File: src/rtl/cfg_pkg.sv
// Shared constants and state type for the per-tile configuration loader.
package cfg_pkg;
    localparam int             PROG_W    = 69;
    localparam int             CRC_W     = 8;
    localparam logic [7:0]     CRC_POLY  = 8'h07;
    localparam int             FRAME_LEN = PROG_W + CRC_W;

    localparam int LUT_LSB = 52;
    localparam int SB_LSB  = 20;
    localparam int SEL_LSB = 8;
    localparam int IO_LSB  = 0;

    typedef enum logic [1:0] {
        IDLE,
        SHIFT,
        CHECK
    } cfg_state_t;
endpackage

File: src/rtl/crc8_serial.sv
// Bit-serial CRC register, MSB-first, zero init, no reflection or final XOR.
module crc8_serial #(
    parameter int             W    = 8,
    parameter logic [W-1:0]   POLY = 8'h07
) (
    input  logic         clk,
    input  logic         rst,
    input  logic         clr,
    input  logic         en,
    input  logic         bit_in,
    output logic [W-1:0] crc
);
    logic fb;

    assign fb = crc[W-1] ^ bit_in;

    always_ff @(posedge clk or posedge rst) begin
        if (rst)
            crc <= '0;
        else if (clr)
            crc <= '0;
        else if (en)
            crc <= {crc[W-2:0], 1'b0} ^ (fb ? POLY : '0);
    end
endmodule

File: src/rtl/cfg_loader.sv
// Serial configuration loader: shifts a CRC-protected frame into a shadow
// register and commits it to prog only when the received CRC matches.
//
// state | meaning
// IDLE  | waiting for cfg_start, link not ready
// SHIFT | accepting data bits then CRC bits
// CHECK | one-cycle commit / discard decision
module cfg_loader
    import cfg_pkg::*;
#(
    parameter int                 PROG_W   = cfg_pkg::PROG_W,
    parameter int                 CRC_W    = cfg_pkg::CRC_W,
    parameter logic [CRC_W-1:0]   CRC_POLY = cfg_pkg::CRC_POLY
) (
    input  logic              clb_clk,
    input  logic              clb_rst,
    input  logic              cfg_start,
    input  logic              cfg_valid,
    input  logic              cfg_data,
    output logic              cfg_ready,
    output logic              busy,
    output logic              cfg_done,
    output logic              cfg_err,
    output logic [PROG_W-1:0] prog
);
    localparam logic [6:0] DATA_N     = 7'(PROG_W);
    localparam logic [6:0] FRAME_LAST = 7'(PROG_W + CRC_W - 1);

    cfg_state_t         state;
    logic [6:0]         cnt;
    logic [PROG_W-1:0]  shadow;
    logic [CRC_W-1:0]   rx_crc;
    logic [CRC_W-1:0]   run_crc;
    logic               crc_clr;
    logic               crc_en;

    // A start pulse during CHECK must not disturb the pending compare.
    assign crc_clr = cfg_start && (state != CHECK);
    assign crc_en  = (state == SHIFT) && cfg_valid && !cfg_start && (cnt < DATA_N);

    assign cfg_ready = (state == SHIFT);
    assign busy      = (state != IDLE);

    crc8_serial #(
        .W    (CRC_W),
        .POLY (CRC_POLY)
    ) u_crc (
        .clk    (clb_clk),
        .rst    (clb_rst),
        .clr    (crc_clr),
        .en     (crc_en),
        .bit_in (cfg_data),
        .crc    (run_crc)
    );

    always_ff @(posedge clb_clk or posedge clb_rst) begin
        if (clb_rst) begin
            state    <= IDLE;
            cnt      <= '0;
            shadow   <= '0;
            rx_crc   <= '0;
            prog     <= '0;
            cfg_done <= 1'b0;
            cfg_err  <= 1'b0;
        end else begin
            cfg_done <= 1'b0;
            cfg_err  <= 1'b0;
            case (state)
                IDLE: begin
                    if (cfg_start) begin
                        state  <= SHIFT;
                        cnt    <= '0;
                        shadow <= '0;
                        rx_crc <= '0;
                    end
                end
                SHIFT: begin
                    if (cfg_start) begin
                        cnt    <= '0;
                        shadow <= '0;
                        rx_crc <= '0;
                    end else if (cfg_valid) begin
                        if (cnt < DATA_N)
                            shadow <= {shadow[PROG_W-2:0], cfg_data};
                        else
                            rx_crc <= {rx_crc[CRC_W-2:0], cfg_data};
                        cnt <= cnt + 7'd1;
                        if (cnt == FRAME_LAST)
                            state <= CHECK;
                    end
                end
                CHECK: begin
                    if (run_crc == rx_crc) begin
                        prog     <= shadow;
                        cfg_done <= 1'b1;
                    end else begin
                        cfg_err  <= 1'b1;
                    end
                    state <= IDLE;
                end
                default: state <= IDLE;
            endcase
        end
    end
endmodule

File: config.mk
export PLATFORM = sky130hd
export DESIGN_NAME = cfg_loader
export DESIGN_NICKNAME = d
export VERILOG_FILES = /design/src/rtl/cfg_pkg.sv /design/src/rtl/crc8_serial.sv /design/src/rtl/cfg_loader.sv
export SDC_FILE = /design/constraint.sdc
export NUM_CORES = 1
export LEC_CHECK = 0
export ABC_AREA = 0
export BUFFER_PORTS_ARGS = -buffer_cell sky130_fd_sc_hd__buf_4
export CORE_MARGIN = 2
export CORE_UTILIZATION = 40
export CTS_CLUSTER_DIAMETER = 60
export DETAILED_ROUTE_END_ITERATION = 7
export PLACE_DENSITY = 0.7
export SETUP_SLACK_MARGIN = 0.1
export SYNTH_ARGS = -nofsm -noshare
export SYNTH_HDL_FRONTEND = slang
export SYNTH_SLANG_ARGS = --single-unit
File: constraint.sdc
create_clock -name clb_clk -period 9 [get_ports clb_clk]
set_input_delay 2.7 -clock clb_clk [delete_from_list [all_inputs] [get_ports clb_clk]]
set_output_delay 2.7 -clock clb_clk [all_outputs]
set_load 0.01 [all_outputs]
=== After elaboration in Yosys (flattened, before gate mapping) ===
Index checks and enable logic that the tools add are counted.

* Output and inout bits: 73
* Register bits after elaboration: 165
* Logic and storage cells: 64
* Bits of input ports: 5

* Magnitude comparators: 1
* Equal/unequal tests: 12
* Add/subtract/negate cells: 1
* Reduce and logical (&&, ||, !) cells: 14
* Bitwise gates (word level): 2
* Multiplexer cells: 26

{| class="wikitable"
|+ Operators with widths
! cell !! count
|-
| $mux 69 || 4
|-
| $pmux 69 s2 || 1
|-
| $mux 8 || 6
|-
| $mux 7 || 3
|-
| $pmux 8 s2 || 1
|-
| $pmux 7 s2 || 1
|-
| $reduce_and 4->1 || 3
|-
| $eq 8x8->1 || 1
|-
| $mux 2 || 4
|-
| $ne 2x2->1 const B || 4
|-
| $xor 8x8->8 || 1
|-
| $add 7x1->7 const B || 1
|-
| $eq 7x7->1 const B || 1
|-
| $lt 7x7->1 const B || 1
|-
| $ne 3x3->1 const B || 2
|-
| $reduce_bool 2->1 || 3
|-
| $logic_and 1x1->1 || 4
|-
| $mux 1 || 4
|-
| $pmux 2 s2 || 1
|-
| $mux 3 || 1
|-
| $ne 3x2->1 const B || 1
|-
| $reduce_and 3->1 || 1
|-
| $eq 2x1->1 const B || 1
|-
| $eq 2x2->1 const B || 1
|-
| 5 further kinds || 5
|}

=== Longest topological paths before layout ===
Gate-level depths: netlist of run 1.

* Depth in word-level cells: 6
* Gate-level depth with buffers: 8

=== Cells and area by module ===
From an unflattened synthesis of run 1, not the netlist that was laid out.

* Cells, all modules: 441
* Area total of the unflattened synthesis: 6531.3 um^2

{| class="wikitable"
|+ Modules (own cells, without submodules)
! module !! sequential area each (um^2) !! cells an instance !! area an instance (um^2) !! times used
|-
| cfg_loader || 3928.8 || 408 || 6154.7 || 1
|-
| crc8_serial || 200.2 || 33 || 376.6 || 1
|}

=== Least setup slack after synthesis of run 1 ===
No wires, ideal clock.

* Path type: input to register
* Start point: in cfg_valid
* End point: reg shadow[10]
* Data required time: 8879 ps
* Data arrival time: 3957 ps
* Stages on the path: 7
* Library setup time: 121 ps
* Buffers on the path: 3
* Setup slack: 4922 ps
* Path through: buf_2 > a21oi_2 > nor2_1 > o21ai_2 > buf_2 > buf_2 > a22o_1

* Longest elaborated chain between the ends: 2

{| class="wikitable"
|+ Ends and longest elaborated chain
! element !! RTL line !! text
|-
| start: declaration || cfg_loader.sv:18 || <nowiki>input logic cfg_valid,</nowiki>
|-
| $ne 3x3->1 (no source line) || -- ||
|-
| $reduce_and 4->1 (no source line) || -- ||
|-
| end signal: assignment || cfg_loader.sv:84 || <nowiki>shadow <= {shadow[PROG_W-2:0], cfg_data};</nowiki>
|-
| end: declaration || cfg_loader.sv:31 || <nowiki>logic [PROG_W-1:0] shadow;</nowiki>
|}

Every way passes these cells.
A chain may end at the register's enable or synchronous reset.

=== Worst setup path after layout of run 1 ===
* Start point: in cfg_start
* End point: reg shadow[41]

* Longest elaborated chain between the ends: 2
* Elaborated cells on any way between the ends: 6
* Classes of those cells: eq/ne: 3; mux: 2; reduce/logical: 1

{| class="wikitable"
|+ Ends and longest elaborated chain
! element !! RTL line !! text
|-
| start: declaration || cfg_loader.sv:17 || <nowiki>input logic cfg_start,</nowiki>
|-
| $ne 3x2->1 (no source line), or another cell as far along || -- ||
|-
| $reduce_and 4->1 (no source line) / $pmux 69 s2 (equally long branches) || -- ||
|}

Several ways; a longest one is shown, not always the timed one.

==> run metrics, run 1 <==
run status=finished clean; Final min period=4.22 ns; Final Cycle Share=between 40% and 50%; Num CTS Buffers=17; diode count=0; fmax=about 240 MHz; max-capacitance violation count=0; Post-CTS Setup Repair Bufs=0; pin count of the biggest net entering global routing=116; hold-fix buffers at CTS=0; WS Path Type=in2reg; maximum vdd drop=~0.00013 V; vias after detailed routing=~3800; fraction of registers with async set/reset=100%; Critical Path Start Type=input pin; Die Height=134 um; grt total ovfl=0; R2R depth=5; vias in the first global route=approximately 3900; slowest cell on the critical path=o21ai_4; hold endpoint=prog[62]$_DFFE_PP0P_; Reg2Reg Launch Point=state[1]$_DFFE_PP0P_; Reg2Reg Setup Slack=6.37 ns; Pleak=4.10 nW; placed instance area=7400 um2; worst hold path type=reg2reg; sequential share of the synthesized area=between 60% and 70%; pwr dens=roughly 190 nW/um2; Setup-failing EPs final=0; library cells used by synthesis=39; share of the synthesized area in the top cell type=roughly three fifths; hpwl dp=between 7000 and 8000 um; Register Area=4130 um2; hold_sp=prog[62]$_DFFE_PP0P_; skew final=between 0.008 and 0.009 ns; final hold vios=0; synth warn=0; Area contributors post-synth=dfrtp_1, mux2_4, a22o_1, buf_12, xnor2_1; clk buf depth=2; clock latency on the worst-skew pair=about 0.42 ns; die area=18000 um2; slew margin rel.=between 30% and 40%; max incr delay on CP=about 0.75 ns; RSZ-0062 raised after global routing=no; post-CTS sizing=0; Syn Inst Count=443; FILL cells=~1400; Root Driver=clkbuf_16; crit path cell chain=buf_4, nand2b_1, o21ai_4, buf_4, a22o_1; Worst EP required=between 9 and 10 ns; worst-path maximum fanout=38; residual DRC count=0; most frequent cells in the layout=dfrtp_1, buf_4, mux2_4; drt total wl=12300 um; cell with the most instances on the worst path=buf_4; row count=47; Post-synth EDFFs=0; antenna violations before repair=0; Post-Syn Area per Cell=15.3 um2; RR Endpoint=u_crc.crc[1]$_DFFE_PP0P_; Syn Std Cell Area=roughly 6800 um2; Vias per Instance=approximately 5.1; prevailing post-synth register cell=dfrtp_1; post-synth top area cell=dfrtp_1; hold depth=1; Layout Area Growth over Synthesis=17.9%; post-route design area=8000 um2; routed len/inst=16.4 um; Setup crit end kind=register; CP arrival=4.57 ns; Initial DRT Pass Iterations=4; antenna viol nets, final=0; final design utilization=between 40% and 50%; Syn Nets=450; Initial Utilization=between 40% and 50%; IO buf count=77; hold slack=~0.51 ns; CTS tree=done; Slew Viols, Final=0; Reg clk slew, reported paths=0.06 ns; Seq cells post-synth=~170; multi-input logic area=between 2000 and 2500 um2; commonest non-fill, non-tap cell in the layout=dfrtp_1; Total Power=1.51 mW; core box area=about 17000 um2; gr usage total=14.3%; Worst Tran Pin Value=about 0.98 ns; Num Clock Sinks=between 150 and 200; global-route wire length before repair=20500 um; setup TNS=0 ns; DRT iter0 DRCs=about 240; Top-Level Pins=78; final weighted congestion in routability-driven placement=around 0.8; DIE WIDTH=about 130 um; fraction of layout cells with a size suffix above 1=approximately 37%; nets=about 520; H-tree depth=4
## final cells by class
type | count | area share [%]
well taps | 220 | 3.44
multi-input cells | 244 | 29.6
clock buffers | 18 | 5.49
inverters | 6 | 0.344
repair buffers | 81 | 7.60
flip-flops and latches | 165 | 51.6
clock inverters | 14 | 1.91
## per-layer routing
| layer | routed length [um] | GRT usage, % |
|---|---|---|
| met1 | 5910 | 20.0 |
| met2 | 5670 | 21.5 |
| met3 | 548 | 3.85 |
| met4 | 138 | 4.91 |
| met5 | 0 | 0 |
## where the power goes
part / switching, mW / internal, mW / total [mW]
sequential: 0.00460 / 0.745 / 0.750
combinational: 0.0350 / 0.00996 / 0.0450
clock: 0.296 / 0.418 / 0.714
## through the flow
stage	instances	setup slack, ns
finish	748	4.78
global route	748	4.63
CTS	748	4.82
detailed placement	716	4.36
global placement	716	4.40
floorplan	443	1.84
## flip-flops by register name, summed over array words and instances (netlist names)
signal	cells
prog	69
shadow	69
rx_crc	8
u_crc.crc	8
cnt	7
state	2
cfg_done	1
cfg_err	1
## cell usage after synthesis (all sizes together), types with 3 or more instances
| master | number |
|---|---|
| inv | 6 |
| nor2b | 6 |
| mux2i | 7 |
| a21oi | 5 |
| xnor2 | 13 |
| buf | 22 |
| mux2 | 72 |
| nand2 | 16 |
| nand3 | 3 |
| o21ai | 11 |
| a22o | 68 |
| clkbuf | 6 |
| nor2 | 13 |
| dfrtp | 165 |
| nand4 | 9 |
## kinds of logic (layout without fill, tap and decap cells)
kind of cell / after synthesis / in the layout / synth area share [%]
flip-flops: 165 / 165 / 60.9
multiplexers: 79 / 79 / 16.8
XOR/XNOR: 14 / 14 / 1.81
adder cells (fa/ha/maj): 2 / 2 / 0.369
AND/OR/NAND/NOR: 60 / 60 / 4.72
AO/OA/AOI/OAI: 89 / 89 / 11.0
buffers and inverters: 34 / 119 / 4.41
## worst max-delay path by stage
stage                     slack (ns)       from                        to  depth (start not counted)
after global placement          4.40  cfg_start  u_crc.crc[7]$_DFFE_PP0P_                          5
after CTS                       4.82  cfg_start    shadow[41]$_DFFE_PP0P_                          5
after detailed placement        4.36  cfg_start  u_crc.crc[6]$_DFFE_PP0P_                          5
after floorplan                 1.84    clb_rst        cfg_done$_DFF_PP0_                          1
final                           4.78  cfg_start    shadow[41]$_DFFE_PP0P_                          5
after global routing            4.63  cfg_start  u_crc.crc[6]$_DFFE_PP0P_                          5
## critical path: cells and delay by family
family | cells | cell delay, ns
buffers and inverters | 2 | 0.63
AND/OR/NAND/NOR | 1 | 0.26
AO/OA/AOI/OAI | 2 | 0.96
(Power assumes the default switching activity.)
==> run 2, diff against run 1 <==
--- a/config.mk
+++ b/config.mk
@@ -11,7 +11,7 @@
 export CORE_UTILIZATION = 40
 export CTS_CLUSTER_DIAMETER = 60
 export DETAILED_ROUTE_END_ITERATION = 7
-export PLACE_DENSITY = 0.7
+export PLACE_DENSITY = 0.72
 export SETUP_SLACK_MARGIN = 0.1
 export SYNTH_ARGS = -nofsm -noshare
 export SYNTH_HDL_FRONTEND = slang
==> constraint.sdc (replaced) <==
create_clock -name clb_clk -period 3.87 [get_ports clb_clk]
set_input_delay 1.161 -clock clb_clk [delete_from_list [all_inputs] [get_ports clb_clk]]
set_output_delay 1.161 -clock clb_clk [all_outputs]
set_load 0.01 [all_outputs]
==> run 2 against run 1 <==
  * Core utilization is 0.27 points higher
  * Non-clock buffer count is 6 higher
  * Flip-flop and latch count stayed put
  * Die area stayed put
  * Register-to-register slack worse by 5.1 ns
  * Clock power is 130% higher
  * Total power is 130% higher
  * Largest cell class unchanged
  * Sequential share of layout area is 0.29 points lower
==> run metrics, run 2 (same netlist as run 1, synthesis figures left out) <==
vias after detailed routing=3840; pwr dens=~430 nW/um2; run status=finished clean; Final min period=around 2.6 ns; hold-fix buffers at CTS=0; clock latency on the worst-skew pair=about 0.41 ns; fmax=381 MHz; max incr delay on CP=~0.55 ns; global-route wire length before repair=around 21000 um; highest routed metal layer=met4; crit path cell chain=or2_2, buf_4; row count=47; Critical Path Start Type=register; Vias per Instance=5.10; drt total wl=about 12000 um; Total Power=3.47 mW; IO buf count=77; antenna viol nets, final=0; slew margin rel.=~45%; vias in the first global route=3913; Reg clk slew, reported paths=0.06 ns; CP startpoint=state[1]$_DFFE_PP0P_; worst-path maximum fanout=12; Initial Utilization=between 40% and 50%; max-capacitance violation count=0; hold_sp=prog[46]$_DFFE_PP0P_; met3 routed WL=between 600 and 700 um; gr usage total=14.7%; Num Clock Sinks=around 170; clk buf depth=2; DIE WIDTH=134 um; final weighted congestion in routability-driven placement=approximately 0.86; antenna violations before repair=0; Num CTS Buffers=17; maximum vdd drop=about 0.00028 V; Setup crit end kind=output pin; WS Path Type=reg2out; worst hold path type=reg2reg; Root Driver=clkbuf_16; pin count of the biggest net entering global routing=69; diode count=0; die area=about 18000 um2; Post-CTS Setup Repair Bufs=0; H-tree depth=4; most frequent cells in the layout=dfrtp_1, buf_4, mux2_4; FILL cells=between 1000 and 1500; core box area=about 17000 um2; CTS tree=done; Die Height=~130 um; hpwl dp=about 8400 um; Finished Layout Cells=between 700 and 800; Top-Level Pins=78; Initial DRT Pass Iterations=4; wire length on met2=a little under 6000 um; slowest cell on the critical path=dfrtp_1; Layout Area Growth over Synthesis=18.5%; residual DRC count=0; Final Cycle Share=67.8%; DRT iter0 DRCs=~230; CP arrival=between 1 and 1.5 ns; Pleak=between 4 and 5 nW; setup TNS=0 ns; Worst Tran Pin Value=approximately 0.83 ns; routed len/inst=between 15 and 20 um; grt total ovfl=0; placed instance area=between 7000 and 8000 um2; Reg2Reg Launch Point=state[1]$_DFFE_PP0P_; Slew Viols, Final=0; Top Registers=prog x69, shadow x69; RSZ-0062 raised after global routing=no; Worst EP required=2.71 ns; cell count after placement=around 720; Setup-failing EPs final=0; Reg2Reg Setup Slack=1.28 ns; post-CTS sizing=0; fraction of layout cells with a size suffix above 1=between 30% and 40%; commonest non-fill, non-tap cell in the layout=dfrtp_1; wl on met1=between 5000 and 6000 um; post-route design area=about 8000 um2; nets=roughly 530; skew final=between 0.005 and 0.006 ns; final hold vios=0
==> run 2: changes by cell type in the layout (fill, tap and decap cells not counted), sizes merged <==
| cell | change |
|---|---|
| clkinvlp | -1 |
| clkbuf | +4 |
| inv | -4 |
| buf | +6 |
==> run 2: metal layers <==
| metal | up-vias | global-route usage (%) |
|---|---|---|
| met5 | - | 0 |
| met3 | 13 | 4.08 |
| met4 | 0 | 4.91 |
| li1 | 1774 | - |
| met1 | 1964 | 19.9 |
| met2 | 89 | 22.9 |
==> run 2: metrics by stage <==
stage	hold WS [ns]	setup slack [ns]	utilization, %
final	0.511	1.25	48.5
after global routing	0.528	1.17	48.5
after CTS	0.515	1.24	48.5
after detailed placement	0.498	0.985	45.1
after global placement	0.498	1.08	45.1
after floorplan	0.473	0.610	-
==> run 2: path summary, 6_finish.rpt <==
| path | end | cells past startpoint |
|---|---|---|
| max | busy | 2 |
| min in group asynchronous | shadow[37]$_DFFE_PP0P_ | 2 |
| min | prog[46]$_DFFE_PP0P_ | 1 |
| min reg2reg | prog[46]$_DFFE_PP0P_ | 1 |
| max in group asynchronous | rx_crc[0]$_DFFE_PP0P_ | 3 |
| max reg2reg | prog[35]$_DFFE_PP0P_ | 4 |
==> run 2: area by class of cell <==
class	count	area, um2	area share [%]
clock buffers	22	464	5.77
clock inverters	9	104	1.29
inverters	6	26.3	0.327
multi-input cells	244	2360	29.4
flip-flops and latches	165	4130	51.3
well taps	220	275	3.42
repair buffers	87	678	8.43
==> run 2: critical path: cells and delay by family (launching register included) <==
family / cells / cell delay (ns)
flip-flops: 1 / 0.55
AND/OR/NAND/NOR: 1 / 0.35
buffers and inverters: 1 / 0.15
==> run 2: report_power, final <==
| part | internal, mW | switching, mW |
|---|---|---|
| clock | 0.977 | 0.633 |
| sequential | 1.73 | 0.0112 |
| combinational | 0.0297 | 0.0819 |
==> run 3, diff against run 2 <==
--- a/config.mk
+++ b/config.mk
@@ -5,13 +5,13 @@
 export SDC_FILE = /design/constraint.sdc
 export NUM_CORES = 1
 export LEC_CHECK = 0
-export ABC_AREA = 0
+export ABC_AREA = 1
 export BUFFER_PORTS_ARGS = -buffer_cell sky130_fd_sc_hd__buf_4
 export CORE_MARGIN = 2
 export CORE_UTILIZATION = 40
 export CTS_CLUSTER_DIAMETER = 60
 export DETAILED_ROUTE_END_ITERATION = 7
-export PLACE_DENSITY = 0.72
+export PLACE_DENSITY = 0.7
 export SETUP_SLACK_MARGIN = 0.1
 export SYNTH_ARGS = -nofsm -noshare
 export SYNTH_HDL_FRONTEND = slang
==> constraint.sdc (replaced) <==
create_clock -name clb_clk -period 2.5 [get_ports clb_clk]
set_input_delay 0.75 -clock clb_clk [delete_from_list [all_inputs] [get_ports clb_clk]]
set_output_delay 0.75 -clock clb_clk [all_outputs]
set_load 0.01 [all_outputs]
==> run 3 against run 2 <==
  * Global-route usage grew 2.6 points
  * Sequential share of layout area shrank 2.7 points
  * Routed wire length grew 24%
  * Final cell count grew 49%
  * Setup slack lost 0.73 ns
  * Total power grew 110%
  * Register-to-register slack lost 0.66 ns
  * Clock-buffer cell count is the same
  * Via count grew 47%
  * Clock skew grew 0.0039 ns
  * Core utilization grew 0.54 points
  * Critical endpoint unchanged
==> run metrics, run 3 <==
slew margin rel.=between 40% and 50%; Syn Nets=approximately 830; Post-Syn Area per Cell=about 8.6 um2; clock latency on the worst-skew pair=between 0.4 and 0.5 ns; Layout Area Growth over Synthesis=20.0%; Initial Utilization=40.8%; vias after detailed routing=around 5600; nets=around 900; clk buf depth=2; Die Height=137 um; FILL cells=between 1500 and 2000; core box area=between 15000 and 20000 um2; residual DRC count=0; worst-path maximum fanout=4; Reg clk slew, reported paths=~0.070 ns; hpwl dp=between 9000 and 10000 um; CTS tree=done; highest routed metal layer=met4; pwr dens=~850 nW/um2; Top Registers=prog x69, shadow x69; maximum vdd drop=0.000572 V; Final min period=a little under 2 ns; fmax=~500 MHz; Register Area=4130 um2; DIE WIDTH=between 100 and 150 um; grt total ovfl=0; Post-synth EDFFs=0; library cells used by synthesis=23; post-route design area=8480 um2; placed instance area=slightly below 8000 um2; CP arrival=~1.2 ns; routed len/inst=roughly 14 um; IO buf count=77; Slew Viols, Final=0; Setup-failing EPs final=0; Root Driver=clkbuf_16; RSZ-0062 raised after global routing=no; Critical Path Start Type=register; sequential share of the synthesized area=approximately three fifths; Syn Std Cell Area=slightly above 7000 um2; max-capacitance violation count=0; run status=finished clean; hold slack=about 0.44 ns; Num CTS Buffers=17; final weighted congestion in routability-driven placement=~0.80; skew final=between 0.009 and 0.01 ns; drt total wl=15300 um; post-CTS sizing=0; wl on met1=approximately 7400 um; row count=48; worst hold path type=in2async; Initial DRT Pass Iterations=5; pin count of the biggest net entering global routing=100; fraction of registers with async set/reset=100%; hold-fix buffers at CTS=0; die area=18700 um2; Post-synth top cells=nand2_1, nand3_1, dfrtp_1, inv_1, buf_2; Area contributors post-synth=dfrtp_1, nand3_1, nand2_1, buf_2, inv_1; Top-Level Pins=78; vias in the first global route=~5200; multi-input logic area=~2600 um2; met3 routed WL=704 um; final hold vios=0; Setup crit end kind=output pin; fraction of layout cells with a size suffix above 1=15.3%; Pleak=4.74 nW; H-tree depth=4; WS Path Type=reg2out; Num Clock Sinks=between 150 and 200; wire length on met2=6960 um; antenna viol nets, final=0; commonest non-fill, non-tap cell in the layout=nand2_1; Worst EP required=between 1.5 and 2 ns; gr usage total=17.3%; global-route wire length before repair=between 20000 and 30000 um; most numerous cell in the Yosys netlist=nand2_1; synth warn=0; Final Cycle Share=roughly four fifths; antenna violations before repair=0; Syn Inst Count=between 800 and 900; Seq cells post-synth=165; diode count=0; CP startpoint=state[1]$_DFFE_PP0P_; Worst Tran Pin Value=~0.76 ns; most frequent cells in the layout=nand2_1, nand3_1, dfrtp_1; Vias per Instance=slightly above 5; post-synth top area cell=dfrtp_1; Post-CTS Setup Repair Bufs=0; DRT iter0 DRCs=just over 600; share of the synthesized area in the top cell type=between 50% and 60%; prevailing post-synth register cell=dfrtp_1; Reg2Reg Launch Point=cnt[4]$_DFFE_PP0P_
[run 3: cell count changes after synthesis, moves of 6 or more]
cell	delta
a22o_1	-68
buf_12	-7
buf_2	+27
clkbuf_1	+11
inv_1	+29
mux2_4	-69
mux2i_1	-7
nand2_1	+262
nand3_1	+225
nand4_1	-8
nor2_1	+12
nor2b_1	-6
xnor2_1	-11
[run 3: cell families (layout without fill, tap and decap cells)]
kind of cell | Yosys count | after routing | share of synthesized area (%)
and+or+nand+nor | 542 | 542 | 33.4
DFF | 165 | 165 | 58.4
buffers and inverters | 92 | 161 | 5.60
AOI/OAI and AO/OA | 20 | 20 | 1.61
xor gates and xnor gates | 5 | 5 | 0.620
adders and majority gates | 2 | 2 | 0.354
[run 3: worst paths after layout]
path	to	slack [ns]	cells past startpoint
hold reg to reg	prog[0]$_DFFE_PP0P_	0.47	2
hold / removal	shadow[12]$_DFFE_PP0P_	0.44	3
setup reg to reg	shadow[68]$_DFFE_PP0P_	0.62	10
min in group clb_clk	prog[0]$_DFFE_PP0P_	0.47	2
max in group asynchronous	rx_crc[6]$_DFFE_PP0P_	1.56	3
setup / recovery	busy	0.51	3
[run 3: per-layer routing]
metal | vias up | track usage [%]
met1 | 2695 | 24.8
met5 | - | 0
met3 | 21 | 3.52
met2 | 133 | 25.8
met4 | 0 | 7.04
li1 | 2795 | -
[run 3: cell type report]
| cell class | count | share of cell area [%] |
|---|---|---|
| inverter | 40 | 1.81 |
| sequential | 165 | 48.7 |
| multi-input combinational | 569 | 30.1 |
| clock inverter | 9 | 1.65 |
| clock buffer | 22 | 5.71 |
| timing repair buffer | 90 | 8.70 |
| tap | 225 | 3.32 |
[run 3: critical path, cell delays in order, from the launching register on]
cell and delay [ns]:
dfrtp_1 0.45, inv_1 0.13, nand2_1 0.09, buf_4 0.15
[run 3: power by group]
part           internal (mW)  total, mW  switching [mW]
Clock                   1.69       2.75            1.06
Combinational          0.414       1.52            1.11
Sequential              2.80       2.93           0.133
[run 3: through the flow]
step	setup WS, ns	util, %	setup TNS (ns)	instances	power (mW)
floorplan	-0.349	-	-57.55	826	4.08
global placement	0.503	45.4	0	1089	4.49
detailed placement	0.487	45.4	0	1089	4.51
CTS	0.489	49.0	0	1120	7.28
global route	0.386	49.0	0	1120	7.59
finish	0.514	49.0	0	1120	7.20
